$ cat config.mk
export PLATFORM = sky130hd
export DESIGN_NAME = sum_window
export DESIGN_NICKNAME = d
export VERILOG_FILES = /design/src/rtl/sum_window.sv
export SDC_FILE = /design/constraint.sdc
export NUM_CORES = 1
export LEC_CHECK = 0
export CORE_UTILIZATION = 45
export CTS_CLUSTER_SIZE = 12
export DETAILED_ROUTE_END_ITERATION = 6
export PLACE_DENSITY_LB_ADDON = 0.25
export SLEW_MARGIN = 15
export SYNTH_ARGS = -nofsm -noshare
export SYNTH_HDL_FRONTEND = slang
export SYNTH_SLANG_ARGS = --single-unit
$ cat constraint.sdc
create_clock -name clk -period 2.7 [get_ports clk]
set_clock_uncertainty 0.1 [all_clocks]
set_input_delay 0.675 -clock clk [delete_from_list [all_inputs] [get_ports clk]]
set_output_delay 0.675 -clock clk [all_outputs]
set_load 0.01 [all_outputs]
$ cat src/rtl/sum_window.sv
// Windowed reduction of upstream registered sums: total, max and zero count
// over N_SAMPLES samples, presented on a valid/ready result port.
module sum_window #(
    parameter int N_SAMPLES = 8,
    parameter int IN_W      = 10
) (
    input  logic                                  clk,
    input  logic                                  rst_n,
    input  logic                                  clr,
    input  logic                                  in_valid,
    input  logic [IN_W-1:0]                       in_sum,
    input  logic                                  in_zero,
    output logic                                  out_valid,
    input  logic                                  out_ready,
    output logic [IN_W+$clog2(N_SAMPLES)-1:0]     out_total,
    output logic [IN_W-1:0]                       out_max,
    output logic [$clog2(N_SAMPLES):0]            out_zeros,
    output logic [7:0]                            drop_cnt
);

    localparam int ACC_W = IN_W + $clog2(N_SAMPLES);
    localparam int CNT_W = $clog2(N_SAMPLES) + 1;

    typedef enum logic {
        ACCUM = 1'b0,
        HOLD  = 1'b1
    } state_t;

    state_t state, state_nx;

    logic [ACC_W-1:0] acc;
    logic [IN_W-1:0]  mx;
    logic [CNT_W-1:0] zeros;
    logic [CNT_W-1:0] cnt;

    logic [ACC_W-1:0] acc_nx;
    logic [IN_W-1:0]  mx_nx;
    logic [CNT_W-1:0] zeros_nx;
    logic             last;
    logic             take_first;

    assign acc_nx     = acc + ACC_W'(in_sum);
    assign mx_nx      = (in_sum > mx) ? in_sum : mx;
    assign zeros_nx   = zeros + CNT_W'(in_zero);
    assign last       = (cnt == CNT_W'(N_SAMPLES - 1));
    assign take_first = in_valid && out_ready;

    always_ff @(posedge clk or negedge rst_n) begin
        if (!rst_n) begin
            state <= ACCUM;
        end else begin
            state <= state_nx;
        end
    end

    always_comb begin
        state_nx = state;
        if (clr) begin
            state_nx = ACCUM;
        end else begin
            unique case (state)
                ACCUM: if (in_valid && last) state_nx = HOLD;
                HOLD:  if (out_ready)        state_nx = ACCUM;
                default: state_nx = ACCUM;
            endcase
        end
    end

    always_comb begin
        out_valid = (state == HOLD);
    end

    always_ff @(posedge clk or negedge rst_n) begin
        if (!rst_n) begin
            acc       <= '0;
            mx        <= '0;
            zeros     <= '0;
            cnt       <= '0;
            out_total <= '0;
            out_max   <= '0;
            out_zeros <= '0;
            drop_cnt  <= '0;
        end else if (clr) begin
            acc       <= '0;
            mx        <= '0;
            zeros     <= '0;
            cnt       <= '0;
            out_total <= '0;
            out_max   <= '0;
            out_zeros <= '0;
            drop_cnt  <= '0;
        end else begin
            unique case (state)
                ACCUM: begin
                    if (in_valid) begin
                        if (last) begin
                            out_total <= acc_nx;
                            out_max   <= mx_nx;
                            out_zeros <= zeros_nx;
                            acc       <= '0;
                            mx        <= '0;
                            zeros     <= '0;
                            cnt       <= '0;
                        end else begin
                            acc   <= acc_nx;
                            mx    <= mx_nx;
                            zeros <= zeros_nx;
                            cnt   <= cnt + 1'b1;
                        end
                    end
                end
                HOLD: begin
                    // A sample arriving with the handshake opens the next window
                    if (take_first) begin
                        acc   <= ACC_W'(in_sum);
                        mx    <= in_sum;
                        zeros <= CNT_W'(in_zero);
                        cnt   <= CNT_W'(1);
                    end else if (in_valid && !out_ready) begin
                        if (drop_cnt != 8'hFF) drop_cnt <= drop_cnt + 1'b1;
                    end
                end
                default: ;
            endcase
        end
    end

endmodule

==> metrics.txt <==
# TYPE chip_impl_metric gauge
chip_impl_metric{name="peakVddDrop",unit="V"} 0.0002448
chip_impl_metric{name="cp_num_buf_inv",unit=""} 2
chip_impl_metric{name="cpPeakStageDelay",unit="ns"} 0.43
chip_impl_metric{name="grt_start_max_net_pins",unit=""} 25
chip_impl_metric{name="initialDrtViolationCount",unit=""} 154
chip_impl_metric{name="drt_pre_antenna_iters",unit=""} 4
chip_impl_metric{name="synthesis.yosys.warnings",unit=""} 0
chip_impl_metric{name="worstRegToRegCells",unit=""} 9
chip_impl_metric{name="clk_pin_slew",unit="ns"} 0.07
chip_impl_metric{name="vertical_die_dimension",unit="um"} 92.38
chip_impl_metric{name="ys_async_sr_fraction",unit=""} 1.000
chip_impl_info{name="cts_tree",value="yes"} 1
chip_impl_metric{name="layout_worst_path_cycle_share",unit=""} 0.9766
chip_impl_metric{name="placement.cell_area",unit="sq um"} 4706
chip_impl_metric{name="final_util",unit=""} 0.6380
chip_impl_metric{name="synth_fp_nets",unit=""} 414
chip_impl_info{name="worstSetupEndpointType",value="register"} 1
chip_impl_metric{name="overflow",unit=""} 0
chip_impl_metric{name="core-area",unit="sq um"} 7807
chip_impl_metric{name="period_minus_slack",unit="ns"} 2.637
chip_impl_metric{name="gr-usage-all-layers",unit=""} 0.2349
chip_impl_metric{name="pre_cts_ws",unit="ns"} -0.5221
chip_impl_metric{name="final_wirelength",unit="mm"} 9.386
chip_impl_metric{name="numClockSinks",unit=""} 67
chip_impl_metric{name="top_level_ports",unit=""} 52
chip_impl_metric{name="grt_antenna_before_repair",unit=""} 0
chip_impl_info{name="worst_r2r_endpoint",value="out_total[10]"} 1
chip_impl_metric{name="synth_enable_flop_cells",unit=""} 0
chip_impl_metric{name="first_global_vias",unit=""} 3252
chip_impl_metric{name="place.gp.congestion",unit=""} 0.8707
chip_impl_info{name="cpLargestDelayFamily",value="compound AO/OA/AOI/OAI gates"} 1
chip_impl_info{name="cts_root_buffer",value="sky130_fd_sc_hd__clkbuf_8"} 1
chip_impl_metric{name="timing.slew.headroom",unit=""} 0.6168
chip_impl_metric{name="finalMaxSlewViolations",unit=""} 0
chip_impl_metric{name="dr_total_vias",unit=""} 3267
chip_impl_metric{name="remaining_drc_errors",unit=""} 0
chip_impl_metric{name="place_hpwl",unit="mm"} 6.712
chip_impl_info{name="critical_path.slowest_cell",value="sky130_fd_sc_hd__clkdlybuf4s50_1"} 1
chip_impl_metric{name="hold_viol",unit=""} 0
chip_impl_metric{name="area.growth.synth_to_final",unit="%"} 35.50
chip_impl_metric{name="fin_hold_ws",unit="ns"} 0.2130
chip_impl_metric{name="layout.filler_cells",unit=""} 650
chip_impl_info{name="crit_chain",value="clkdlybuf4s50_1 > ha_1 > nand4_1 > a211oi_2 > a2111oi_2 > a31oi_2 > buf_4 > a21o_4 > a22o_1"} 1
chip_impl_metric{name="synth_sequential_area_ratio",unit=""} 0.4561
chip_impl_metric{name="floorplan.initialDensity",unit=""} 0.4708
chip_impl_metric{name="mappedNetlistArea",unit="sq um"} 3676
chip_impl_metric{name="maxCapViolations",unit=""} 0
chip_impl_metric{name="tightestPinTransition",unit="ns"} 0.5748
chip_impl_info{name="cp-start-kind",value="input pin"} 1
chip_impl_metric{name="finalInstanceArea",unit="sq um"} 4981
chip_impl_metric{name="power_per_cell_area",unit="nW/um^2"} 484.3
chip_impl_metric{name="clock_insertion_delay_at_the_later_pin_of_the_skew_report",unit="ns"} 0.36
chip_impl_info{name="mostFrequentLayoutCell",value="sky130_fd_sc_hd__dfrtp_1"} 1
chip_impl_info{name="yosysTopAreaCell",value="sky130_fd_sc_hd__dfrtp_1"} 1
chip_impl_info{name="most-common-layout-cells",value="67 x sky130_fd_sc_hd__dfrtp_1, 53 x sky130_fd_sc_hd__buf_4, 45 x sky130_fd_sc_hd__clkdlybuf4s50_1"} 1
chip_impl_metric{name="syn-instance-count",unit=""} 373
chip_impl_info{name="timing_worst_setup_path_type",value="in2reg"} 1
chip_impl_metric{name="layout_cells_sized_above_1",unit=""} 0.1921
chip_impl_metric{name="max-clock-path-buffers",unit=""} 2
chip_impl_metric{name="post-synth-top-area-fraction",unit=""} 0.4561
chip_impl_metric{name="crit_path_max_fanout",unit=""} 9
chip_impl_info{name="worstReg2RegStart",value="acc[0]"} 1
chip_impl_info{name="synthFlopType",value="sky130_fd_sc_hd__dfrtp_1"} 1
chip_impl_metric{name="die-width",unit="um"} 92.38
chip_impl_metric{name="max_clock_freq",unit="GHz"} 0.3793
chip_impl_info{name="synth.area.top_cells",value="sky130_fd_sc_hd__dfrtp_1 46%, sky130_fd_sc_hd__ha_1 8.2%, sky130_fd_sc_hd__a22o_1 5.2%"} 1
chip_impl_metric{name="setup_viol_count_final",unit=""} 0
chip_impl_metric{name="buffer_ports.inserted",unit=""} 51
chip_impl_info{name="run_status",value="completed"} 1
chip_impl_metric{name="critical_path_arrival",unit="ns"} 2.78
chip_impl_metric{name="setup_ws",unit="ns"} 0.06329
chip_impl_metric{name="cts_inserted_buffers",unit=""} 9
chip_impl_metric{name="rows",unit=""} 32
chip_impl_metric{name="worst-endpoint-required",unit="ns"} 2.84
chip_impl_metric{name="die_area",unit="sq um"} 8534
chip_impl_metric{name="avg_inst_size_synth",unit="sq um"} 9.855
chip_impl_metric{name="layout.nets",unit=""} 520
chip_impl_metric{name="drt-vias-per-instance",unit=""} 5.575
chip_impl_metric{name="wire_per_inst",unit="um"} 16.02
chip_impl_metric{name="netlist-cell-type-count",unit=""} 47
chip_impl_metric{name="cts.htree.levels",unit=""} 3
chip_impl_metric{name="reg2reg_slack",unit="ns"} 0.34
chip_impl_metric{name="postSynthRegisterBits",unit=""} 67
chip_impl_metric{name="global_route_wire_length_before_repair",unit="mm"} 15.50
chip_impl_metric{name="inserted_diodes",unit=""} 0
chip_impl_info{name="worstHoldPathType",value="in2async"} 1
chip_impl_metric{name="route.antenna.remaining_nets",unit=""} 0
chip_impl_metric{name="leakagePower",unit="nW"} 2.313
## worst reg2reg max path: stages (launching register included)
cell                      delay [ns]
sky130_fd_sc_hd__dfrtp_1        0.38
sky130_fd_sc_hd__ha_2           0.18
sky130_fd_sc_hd__inv_1          0.07
sky130_fd_sc_hd__fa_2           0.23
sky130_fd_sc_hd__nor2b_4        0.05
sky130_fd_sc_hd__o31a_1         0.31
sky130_fd_sc_hd__or4_4          0.47
sky130_fd_sc_hd__a31oi_4        0.24
sky130_fd_sc_hd__xnor2_2        0.15
sky130_fd_sc_hd__o21ai_1        0.07
## stage by stage
step           TNS (ns)  cells  power (mW)
2_1_floorplan         0    373       1.385
3_3_place_gp     -12.03    566       1.602
3_5_place_dp     -14.36    566       1.618
4_1_cts               0    586       2.400
5_1_grt        -0.06388    586       2.522
6_report              0    586       2.412
## state kept, by name (all words and copies together) (netlist names)
name,cells
acc,13
out_total,13
mx,10
out_max,10
drop_cnt,8
cnt,4
out_zeros,4
zeros,4
out_valid,1
## Yosys cell counts (all sizes together) (2+ instances only)
library cell  count
o21ai            39
clkbuf            9
nor3              7
a211oi            4
nand4             7
ha               24
o21a              6
and3              5
or2               2
nand2            36
a22oi             3
dfrtp            67
nor2b             2
a222oi            3
nand2b            3
o31ai             2
or3               5
o311ai            4
inv              22
xor2              6
a31oi             5
mux2i             8
a21o              5
nor2             24
a22o             22
xnor2            10
buf               5
nand3             5
a21oi            19
## worst max path at each step
stage                          from      endpoint  slack, ns  cells after the start
after floorplan           in_sum[0]  out_total[8]       0.10                      9
final                     in_sum[7]         mx[0]       0.06                      9
after detailed placement  in_sum[3]         mx[3]      -0.52                      8
after global routing      in_sum[7]         mx[9]      -0.02                     10
after global placement    in_sum[0]  out_total[8]      -0.44                     10
after CTS                 in_sum[4]  out_total[8]      0.002                      9
## routing by layer
| metal | global-route usage | vias to the layer above | part of all wire |
|---|---|---|---|
| li1 | - | 1575 | - |
| met1 | 0.3104 | 1582 | 0.46 |
| met2 | 0.3722 | 97 | 0.47 |
| met3 | 0.04433 | 13 | 0.058 |
| met4 | 0.1094 | 0 | 0.016 |
| met5 | 0 | - | 0 |
## power breakdown
group,internal (mW),switching (mW)
combinational,0.280,0.302
sequential,1.04,0.0276
clock,0.382,0.382
total,1.70,0.711
## what timing repair did
action,4_1_cts,5_1_grt
gates resized for setup,12,13
gates cloned,1,0
pin swaps,6,4
setup buffers,3,0
setup endpoints to repair,27,23
hold buffers,0,0
## layout make-up
type	count	area [sq um]	area share
repair buffers	109	977.2	0.1962
well taps	102	127.6	0.02562
flip-flops and latches	67	1677	0.3366
inverters	22	82.58	0.01658
clock inverters	2	10.01	0.002010
clock buffers	14	162.7	0.03266
multi-input cells	270	1944	0.3904
## cell families (layout without fill, tap and decap cells)
group / Yosys count / in the layout / share of synthesized area
compound gates: 121 / 121 / 0.2274
simple gates: 100 / 100 / 0.1310
flops: 67 / 67 / 0.4561
buf+inv: 36 / 147 / 0.03846
fa+ha+maj: 25 / 25 / 0.08713
xor+xnor: 16 / 16 / 0.03812
mux: 8 / 8 / 0.02178
No activity file was read; power rests on OpenSTA's default activity.
